$ cat config.mk
export PLATFORM = sky130hd
export DESIGN_NAME = legv8_multicycle_controller
export DESIGN_NICKNAME = d
export VERILOG_FILES = /design/src/rtl/legv8_multicycle_controller.sv
export SDC_FILE = /design/constraint.sdc
export NUM_CORES = 1
export LEC_CHECK = 0
export ABC_CLOCK_PERIOD_IN_PS = 2050
export BUFFER_PORTS_ARGS = -buffer_cell sky130_fd_sc_hd__buf_4
export CAP_MARGIN = 30
export CORE_MARGIN = 2
export CORE_UTILIZATION = 50
export DETAILED_ROUTE_END_ITERATION = 12
export HOLD_SLACK_MARGIN = 0.1
export PLACE_DENSITY_LB_ADDON = 0.1
export REMOVE_ABC_BUFFERS = 1
export SYNTH_ARGS = -nofsm -noshare
export SYNTH_HDL_FRONTEND = slang
export SYNTH_SLANG_ARGS = --single-unit
$ cat constraint.sdc
create_clock -name clock -period 2.05 [get_ports clock]
set_input_delay 0.41 -clock clock [delete_from_list [all_inputs] [get_ports clock]]
set_output_delay 0.41 -clock clock [all_outputs]
set_load 0.02 [all_outputs]
$ cat src/rtl/legv8_multicycle_controller.sv
// legv8_multicycle_controller
// Multi-cycle sequencer for the LEGv8 tri-state datapath. Each cycle it emits a
// 40-bit control word and a 64-bit immediate. Both are registered: the word
// describing a state appears on the cycle after that state, and bits [39:37]
// carry the code of the state that produced it. mem_req, halted, fault and
// state_out decode the state register directly, so an asynchronous reset
// drops them at once.
// Optional build macro: CTRL_PERF_COUNTERS_EN adds cycle_count and instr_count.
//
// Handshake: while in FETCH or MEM, mem_req is high. The access completes in
// the cycle where mem_ready is high. Each cycle spent waiting with mem_ready low
// advances a timeout counter. The waiting cycle that brings this counter to
// MEM_TIMEOUT moves the controller to FAULT instead.
module legv8_multicycle_controller #(
    parameter logic [1:0]  PC_STEP_SEL = 2'b01,
    parameter int          MEM_TIMEOUT = 16,
    parameter logic [10:0] HALT_OPCODE = 11'b11010100010
) (
    input  logic        clock,
    input  logic        reset,
    input  logic [31:0] IR_out,
    input  logic [3:0]  current_status,
    input  logic        mem_ready,
    input  logic        run,
    output logic [39:0] ControlWord,
    output logic [63:0] constant,
    output logic        mem_req,
    output logic        halted,
    output logic        fault,
    output logic [2:0]  state_out
`ifdef CTRL_PERF_COUNTERS_EN
    ,
    output logic [31:0] cycle_count,
    output logic [31:0] instr_count
`endif
);

    localparam logic [2:0] S_IDLE   = 3'b000;
    localparam logic [2:0] S_FETCH  = 3'b001;
    localparam logic [2:0] S_DECODE = 3'b010;
    localparam logic [2:0] S_EXEC   = 3'b011;
    localparam logic [2:0] S_MEM    = 3'b100;
    localparam logic [2:0] S_BRANCH = 3'b101;
    localparam logic [2:0] S_HALT   = 3'b110;
    localparam logic [2:0] S_FAULT  = 3'b111;

    localparam logic [4:0] FS_AND = 5'b00000;
    localparam logic [4:0] FS_ORR = 5'b00100;
    localparam logic [4:0] FS_ADD = 5'b01000;
    localparam logic [4:0] FS_SUB = 5'b01001;

    localparam int TMO_W = $clog2(MEM_TIMEOUT) + 1;
    localparam logic [TMO_W-1:0] TMO_LAST = TMO_W'(MEM_TIMEOUT - 1);

    logic [2:0]       state;
    logic [2:0]       state_nxt;
    logic [TMO_W-1:0] tmo_cnt;
    logic [TMO_W-1:0] tmo_nxt;

    // Instruction fields and classification
    logic [10:0] opcode;
    logic [4:0]  rd;
    logic [4:0]  rn;
    logic [4:0]  rm;
    logic        is_add;
    logic        is_sub;
    logic        is_and;
    logic        is_orr;
    logic        is_rtype;
    logic        is_addi;
    logic        is_subi;
    logic        is_ldur;
    logic        is_stur;
    logic        is_b;
    logic        is_cbz;
    logic        is_halt;
    logic        is_known;
    logic [63:0] imm_alu;
    logic [63:0] imm_mem;
    logic [63:0] imm_b;
    logic [63:0] imm_cbz;

    // Only Z drives a branch decision; the other flags are intentionally ignored
    logic        unused_status;

    // Handshake helpers
    logic        waiting;
    logic        tmo_expire;
    logic [2:0]  done_state;

    // Control word fields for the cycle being computed
    logic [4:0]  cw_da;
    logic [4:0]  cw_sa;
    logic [4:0]  cw_sb;
    logic        cw_rw;
    logic        cw_mw;
    logic [1:0]  cw_size;
    logic        cw_ci;
    logic [4:0]  cw_fs;
    logic        cw_bsel;
    logic        cw_irl;
    logic        cw_sl;
    logic        cw_pcen;
    logic [1:0]  cw_pcfs;
    logic [1:0]  cw_dsel;
    logic        cw_asel;
    logic [2:0]  cw_state;
    logic [63:0] k_nxt;
    logic [39:0] cw_nxt;

    assign opcode   = IR_out[31:21];
    assign rd       = IR_out[4:0];
    assign rn       = IR_out[9:5];
    assign rm       = IR_out[20:16];
    assign is_add   = (opcode == 11'b10001011000);
    assign is_sub   = (opcode == 11'b11001011000);
    assign is_and   = (opcode == 11'b10001010000);
    assign is_orr   = (opcode == 11'b10101010000);
    assign is_rtype = is_add | is_sub | is_and | is_orr;
    assign is_addi  = (IR_out[31:22] == 10'b1001000100);
    assign is_subi  = (IR_out[31:22] == 10'b1101000100);
    assign is_ldur  = (opcode == 11'b11111000010);
    assign is_stur  = (opcode == 11'b11111000000);
    assign is_b     = (IR_out[31:26] == 6'b000101);
    assign is_cbz   = (IR_out[31:24] == 8'b10110100);
    assign is_halt  = (opcode == HALT_OPCODE);
    assign is_known = is_rtype | is_addi | is_subi | is_ldur | is_stur | is_b | is_cbz;

    // The PC has already advanced by 4 when a branch executes, hence the -4
    assign imm_alu  = {52'd0, IR_out[21:10]};
    assign imm_mem  = {{55{IR_out[20]}}, IR_out[20:12]};
    assign imm_b    = {{36{IR_out[25]}}, IR_out[25:0], 2'b00} - 64'd4;
    assign imm_cbz  = {{43{IR_out[23]}}, IR_out[23:5], 2'b00} - 64'd4;

    assign unused_status = ^current_status[3:1];

    assign waiting    = ((state == S_FETCH) || (state == S_MEM)) && !mem_ready;
    assign tmo_expire = waiting && (tmo_cnt == TMO_LAST);
    assign done_state = run ? S_FETCH : S_IDLE;

    assign mem_req   = (state == S_FETCH) || (state == S_MEM);
    assign halted    = (state == S_HALT);
    assign fault     = (state == S_FAULT);
    assign state_out = state;

    assign cw_nxt = {cw_state, 3'b000, cw_asel, cw_dsel, cw_pcfs, cw_pcen, cw_sl,
                     cw_irl, cw_bsel, cw_fs, cw_ci, cw_size, cw_mw, cw_rw,
                     cw_sb, cw_sa, cw_da};

    // Next-state, timeout and control word for the current state
    always_comb begin
        state_nxt = state;
        tmo_nxt   = '0;
        cw_da     = 5'd0;
        cw_sa     = 5'd0;
        cw_sb     = 5'd0;
        cw_rw     = 1'b0;
        cw_mw     = 1'b0;
        cw_size   = 2'b00;
        cw_ci     = 1'b0;
        cw_fs     = FS_AND;
        cw_bsel   = 1'b0;
        cw_irl    = 1'b0;
        cw_sl     = 1'b0;
        cw_pcen   = 1'b0;
        cw_pcfs   = 2'b00;
        cw_dsel   = 2'b00;
        cw_asel   = 1'b0;
        cw_state  = S_IDLE;
        k_nxt     = 64'd0;
        case (state)
            S_IDLE: begin
                if (run) state_nxt = S_FETCH;
            end
            S_FETCH: begin
                cw_state = S_FETCH;
                cw_size  = 2'b11;
                cw_asel  = 1'b1;
                cw_dsel  = 2'b11;
                cw_irl   = 1'b1;
                if (mem_ready) begin
                    cw_pcen   = 1'b1;
                    cw_pcfs   = PC_STEP_SEL;
                    state_nxt = S_DECODE;
                end else if (tmo_expire) begin
                    state_nxt = S_FAULT;
                end else begin
                    tmo_nxt = tmo_cnt + 1'b1;
                end
            end
            S_DECODE: begin
                cw_state = S_DECODE;
                cw_size  = 2'b11;
                if (is_halt)        state_nxt = S_HALT;
                else if (!is_known) state_nxt = S_FAULT;
                else                state_nxt = S_EXEC;
            end
            S_EXEC: begin
                cw_state  = S_EXEC;
                cw_size   = 2'b11;
                state_nxt = done_state;
                if (is_rtype) begin
                    cw_da = rd;
                    cw_sa = rn;
                    cw_sb = rm;
                    cw_rw = 1'b1;
                    cw_sl = 1'b1;
                    cw_ci = is_sub;
                    if (is_add)      cw_fs = FS_ADD;
                    else if (is_sub) cw_fs = FS_SUB;
                    else if (is_orr) cw_fs = FS_ORR;
                    else             cw_fs = FS_AND;
                end else if (is_addi || is_subi) begin
                    cw_da   = rd;
                    cw_sa   = rn;
                    cw_bsel = 1'b1;
                    cw_rw   = 1'b1;
                    cw_fs   = is_subi ? FS_SUB : FS_ADD;
                    cw_ci   = is_subi;
                    k_nxt   = imm_alu;
                end else if (is_ldur || is_stur) begin
                    cw_sa     = rn;
                    cw_bsel   = 1'b1;
                    cw_fs     = FS_ADD;
                    k_nxt     = imm_mem;
                    state_nxt = S_MEM;
                end else if (is_b) begin
                    cw_pcen = 1'b1;
                    cw_pcfs = 2'b11;
                    k_nxt   = imm_b;
                end else if (is_cbz) begin
                    // Rt + XZR sets Z exactly when Rt is zero
                    cw_sa     = rd;
                    cw_sb     = 5'd31;
                    cw_fs     = FS_ADD;
                    cw_sl     = 1'b1;
                    state_nxt = S_BRANCH;
                end
            end
            S_MEM: begin
                cw_state = S_MEM;
                cw_size  = 2'b11;
                cw_sa    = rn;
                cw_bsel  = 1'b1;
                cw_fs    = FS_ADD;
                k_nxt    = imm_mem;
                if (is_ldur) begin
                    cw_da   = rd;
                    cw_dsel = 2'b11;
                    cw_rw   = mem_ready;
                end else begin
                    cw_sb   = rd;
                    cw_dsel = 2'b01;
                    cw_mw   = 1'b1;
                end
                if (mem_ready) begin
                    state_nxt = done_state;
                end else if (tmo_expire) begin
                    state_nxt = S_FAULT;
                end else begin
                    tmo_nxt = tmo_cnt + 1'b1;
                end
            end
            S_BRANCH: begin
                cw_state  = S_BRANCH;
                cw_size   = 2'b11;
                state_nxt = done_state;
                if (current_status[0]) begin
                    cw_pcen = 1'b1;
                    cw_pcfs = 2'b11;
                    k_nxt   = imm_cbz;
                end
            end
            default: begin
                // HALT and FAULT hold with an all-zero word until reset
                state_nxt = state;
            end
        endcase
    end

    // State, timeout counter and registered outputs
    always_ff @(posedge clock or negedge reset) begin
        if (!reset) begin
            state       <= S_IDLE;
            tmo_cnt     <= '0;
            ControlWord <= 40'd0;
            constant    <= 64'd0;
        end else begin
            state       <= state_nxt;
            tmo_cnt     <= tmo_nxt;
            ControlWord <= cw_nxt;
            constant    <= k_nxt;
        end
    end

`ifdef CTRL_PERF_COUNTERS_EN
    logic instr_done;

    assign instr_done = ((state == S_EXEC) || (state == S_MEM) || (state == S_BRANCH)) &&
                        ((state_nxt == S_FETCH) || (state_nxt == S_IDLE));

    // Free-running activity and retired-instruction counters, wrapping at 2^32
    always_ff @(posedge clock or negedge reset) begin
        if (!reset) begin
            cycle_count <= 32'd0;
            instr_count <= 32'd0;
        end else begin
            if (state != S_IDLE) cycle_count <= cycle_count + 32'd1;
            if (instr_done)      instr_count <= instr_count + 32'd1;
        end
    end
`endif

endmodule

Yosys cells after proc, flatten, opt, wreduce, memory -nomap -nowiden:

Cells that the tools add are included.

* mux-type cells: 87
* reductions and logical operators: 11
* bitwise gates (word level): 9
* add/sub/neg operators: 3
* equality and inequality tests: 20

Operators by type and width (count)
* $mux 64: 5
* $pmux 64 s3: 1
* $mux 5: 18
* $eq 11x11->1 const B: 7
* $pmux 5 s2: 4
* $mux 3: 12
* $sub 28x4->29 const B: 1
* $mux 1: 27
* $mux 4: 6
* $sub 21x4->22 const B: 1
* $eq 10x10->1 const B: 2
* $pmux 3 s6: 1
* $pmux 3 s5: 1
* $mux 2: 7
* $eq 3x3->1 const B: 4
* $or 1x1->1: 9
* $eq 8x8->1 const B: 1
* $eq 3x2->1 const B: 2
* $eq 6x3->1 const B: 1
* $pmux 2 s3: 1
* $reduce_bool 6->1: 1
* $add 5x1->5 const B: 1
* $eq 5x4->1 const B: 1
* $reduce_or 5->1: 1
* 11 further kinds: 15

* word-level logic and storage cells: 134
* bits in registers: 109
* output and inout bits: 110

Longest topological paths before layout:

* word-level depth: 13
* gate-level depth with buffers: 7

Worst setup path before layout:

OpenSTA, ideal clock, no wires.

* path type: in2reg
* start point: input port IR_out[23]
* end point: register constant[21]
* cell stages on the path: 6
* arrival time: 1912 ps
* buffers on the path: 1
* path slack: 6 ps
* library setup time: 132 ps
* data required time: 1918 ps
* path through: buf_2 or4b_4 o311ai_2 o21a_2 a21boi_4 o21ai_2

* longest elaborated chain between the ends: 6
* elaborated cells on any way between the ends: 19
* those cells by class: add/sub: 1; eq/ne: 8; mux: 5; bitwise: 3; reduce/logical: 2

Ends and longest elaborated chain
* from (decl): RTL line 21 `input logic [31:0] IR_out,`
* branches (longest 5 deep; another with $sub 21x4->22)
* $pmux 64 s3 (*): RTL line 171 `case (state)`
* via k_nxt[21]: RTL line 108 `logic [63:0] k_nxt;`
* to (signal assigned): RTL line 292 `constant <= k_nxt;`
* to (decl): RTL line 26 `output logic [63:0] constant,`

Mark *: on every way through the listed nets, which the timed path passes.
A chain may end at the register's enable or synchronous reset.

Worst setup path in the final report:

* start point: register state[0], in the netlist state_out[0]
* end point: output port mem_req

* longest elaborated chain between the ends: 2
* elaborated cells on any way between the ends: 3
* those cells by class: eq/ne: 2; reduce/logical: 1

Ends and longest elaborated chain
* from (decl): RTL line 55 `logic [2:0] state;`
* from (signal assigned): RTL line 289 `state <= state_nxt;`
* $eq 3x1->1 or $eq 3x3->1 (tied branches): RTL line 141 `assign mem_req = (state == S_FETCH) || (state == S_MEM);`
* $logic_or 1x1->1 (*): RTL line 141
* to (decl): RTL line 27 `output logic mem_req,`

Every way passes the cells marked *; elsewhere a longest branch is shown, timed or not.

==> results.md <==
- Switch Pwr: 2.25 mW
- Overall power: 5.73 mW
- Io pins: 150
- Hold Path Class: input pin to flop
- Pwr dens: about 950 nW/um^2
- Total gr overflow: 0
- Root buf cell: clkbuf_8
- Crit share post-route: 96.9%
- Die W: 97.8 um
- Row Count: 34
- Final GP Congestion: 0.945
- Prevailing post-synth register cell: dfrtp_1
- Max cap viols: 0
- Final core utilization: 70.1%
- Die area: 9560 sq um
- Critical path class: flop to output pin
- H-tree levels: 3
- Max Clock Freq: 504 MHz
- Number of synthesized flops with an enable pin: 0
- Clock Latency Late Sink: 0.36 ns
- WP data required: about 1.6 ns
- Flop pwr share: a little under a third
- Combinational power share: 46.0%
- Post-DRT Antenna Nets: 0
- Synthesis warning total: 0
- Endpoints failing setup: 0
- CP startpoint kind: flop
- Wire per inst: 18.2 um
- Sw frac: 39.3%
- CP max FO: 11
- P_int: 3.48 mW
- #FFs+latches synth: between 60 and 70
- Num CTS Buffers: 9
- P&R area growth vs syn: 37.8%
- Synth Cell Area: approximately 4400 sq um
- Mapped Cells: 471
- Max-slew violation count: 0
- CTS Buffer Depth: 2
- Ant. Diodes: 0
- Initial antenna violation count: 0
- Static leakage: around 2.9 nW
- Worst Reg2Reg Path Length in Cells: 6
- Synthesized area per cell: about 9.3 sq um
- Hpwl dp: 10,100 um
- 1st-pass router iterations: 6
- Die Span Y: approximately 98 um
- Drt via density: 5.70
- Rel. slew slack: approximately 65%
- Status: finished clean
- Worst-margin pin slew: 0.521 ns
- Initial core utilization: between 50% and 60%
- Clk pin slew, worst setup/hold paths: 0.09 ns
- Port Buf Inserts: roughly 140
- CTS tree: built
- Min Tclk post-route: 1.99 ns
- Clock power share: a little under a quarter
- Nets: 679
- First-pass GRT wire length: 21,800 um
- Vias: 4,266
- GRT Resource Usage Total: 28.8%
- Post-synth cell types: 74
- Critical path arrival: approximately 1.6 ns
- Drt total wl: 13,600 um
- Core Region: 8640 sq um
- WHS Path Cells: 2
- Iteration-0 DRC Markers: 291
- Seq/Total Area, Yosys: between 30% and 40%
- RSZ-0062 raised after global routing: false
- Residual DRC count: 0
- Final Skew: 0.0147 ns
- Final Hold Viols: 0
- Crit. End Element: output pin
- Fraction of layout instances using a drive strength above 1: 43.1%
- Fillers: 707
- Largest net degree at the start of global routing: 37
- Vias in the first global route: 4,240
- CTS sink cnt: 69
- Post-synth ARST share: 100%
- Max VDD drop: 0.692 mV
-- cells in the mapped netlist (4+ instances only) --
cell type / count / area [sq um]
nor3_1: 17 / 85.1
nor3b_1: 5 / 37.5
o21ai_0: 15 / 75.1
nor2_1: 38 / 143
o211ai_1: 6 / 45.0
nand2_1: 32 / 120
dfrtp_1: 69 / 1730
o221ai_1: 10 / 87.6
a22o_1: 6 / 52.6
xor2_1: 12 / 105
nand4_1: 6 / 37.5
clkbuf_1: 18 / 67.6
o21ai_2: 9 / 78.8
xnor2_1: 22 / 193
buf_2: 11 / 55.1
a22oi_1: 4 / 30.0
buf_4: 44 / 330
nor4_1: 12 / 75.1
inv_1: 10 / 37.5
nor2b_1: 4 / 25.0
and3_1: 4 / 25.0
a21oi_1: 14 / 70.1
and2_1: 8 / 50.1
a221o_1: 4 / 40.0
nand3_1: 14 / 70.1
-- metrics by stage --
step                      instance area [sq um]  hold slack (ns)  std cells  setup slack (ns)  setup TNS, ns
after CTS                                  6040            0.253        749            0.0660              0
after global routing                       6060            0.273        749            0.0166              0
after global placement                     5800            0.387        732            -0.283          -1.33
after floorplan                            3940            0.114        400             -2.94        -105.66
final                                      6060            0.271        749            0.0645              0
after detailed placement                   5800            0.392        732            -0.284          -1.38
-- layout by cell type (no fill, tap or decap), types with 4 or more instances in the layout --
cell type / n
nor3b_1: 5
a22oi_1: 4
a21oi_1: 14
inv_1: 10
nand4_1: 6
conb_1: 5
buf_4: 221
nor4_1: 10
dfrtp_1: 68
nor4_2: 5
a221o_1: 4
o21ai_0: 15
o21ai_2: 9
xor2_1: 12
nor2b_1: 4
o211ai_1: 6
o221ai_1: 10
nand2_1: 32
nor2_1: 38
clkbuf_8: 10
a22o_1: 6
nand3_1: 14
xnor2_1: 22
and3_1: 4
and2_1: 8
nor3_1: 17
-- timing repair --
item	4_1_cts	5_1_grt
buffers inserted	0	0
gates cloned	0	0
endpoints found under the setup margin	1	2
gates resized for setup	2	2
hold endpoints to repair	33	0
hold buffers	1	0
-- cells by family (layout without fill, tap and decap cells) --
family	count (synthesis)	in the layout	share of synthesized area, %
DFF	69	69	39.3
buffers and inverters	85	251	11.5
adders and majority gates	3	3	0.854
other	1	5	0.0853
AOI/OAI and AO/OA	95	95	16.5
xor gates and xnor gates	34	34	6.77
and+or+nand+nor	181	181	24.3
muxes	3	3	0.683
-- metal layers --
layer  vias to the layer above  part of all wire (%)  GRT usage, %
met2                       200                    48          47.7
met4                         0                   3.1          12.6
li1                       1977                     -             -
met1                      2052                    42          37.0
met3                        37                   7.1          5.37
met5                         -                     0             0
-- final cells by class --
cell class / count / area [sq um] / area share (%)
timing repair buffer: 225 / 1730 / 28.6
clock buffer: 10 / 138 / 2.27
clock inverter: 6 / 93.8 / 1.55
inverter: 10 / 37.5 / 0.620
sequential: 69 / 1730 / 28.5
multi-input combinational: 321 / 2190 / 36.2
tap: 108 / 135 / 2.23
-- path summary, 6_finish.rpt --
check                                         start                        to  slack [ns]
max                        state_out[0]$_DFFE_PN0P_                   mem_req        0.06
min                                       mem_ready      tmo_cnt[2]$_DFF_PN0_        0.27
max reg2reg                    tmo_cnt[0]$_DFF_PN0_  state_out[0]$_DFFE_PN0P_        0.35
min reg2reg                    tmo_cnt[0]$_DFF_PN0_      tmo_cnt[0]$_DFF_PN0_        0.48
max in group asynchronous                     reset    constant[25]$_DFF_PN0_        0.94
min in group asynchronous                     reset     constant[1]$_DFF_PN0_        0.57
-- power groups by stage --
stage	clock, mW	combinational (mW)	sequential [mW]
global route	1.41	2.81	1.80
detailed placement	0	2.62	1.79
CTS	1.35	2.64	1.77
finish	1.32	2.64	1.77
floorplan	0	0.662	2.40
global placement	0	2.59	1.79
-- registers in the layout (all words and copies together), names as in the netlist --
register     cells
ControlWord     32
constant        29
tmo_cnt          5
state_out        3
-- critical path, stage by stage (launching register included) --
cell	delay [ns]
dfrtp_1	0.50
or3_4	0.45
nand2_1	0.11
buf_4	0.16
No activity file was read; power rests on OpenSTA's default activity.
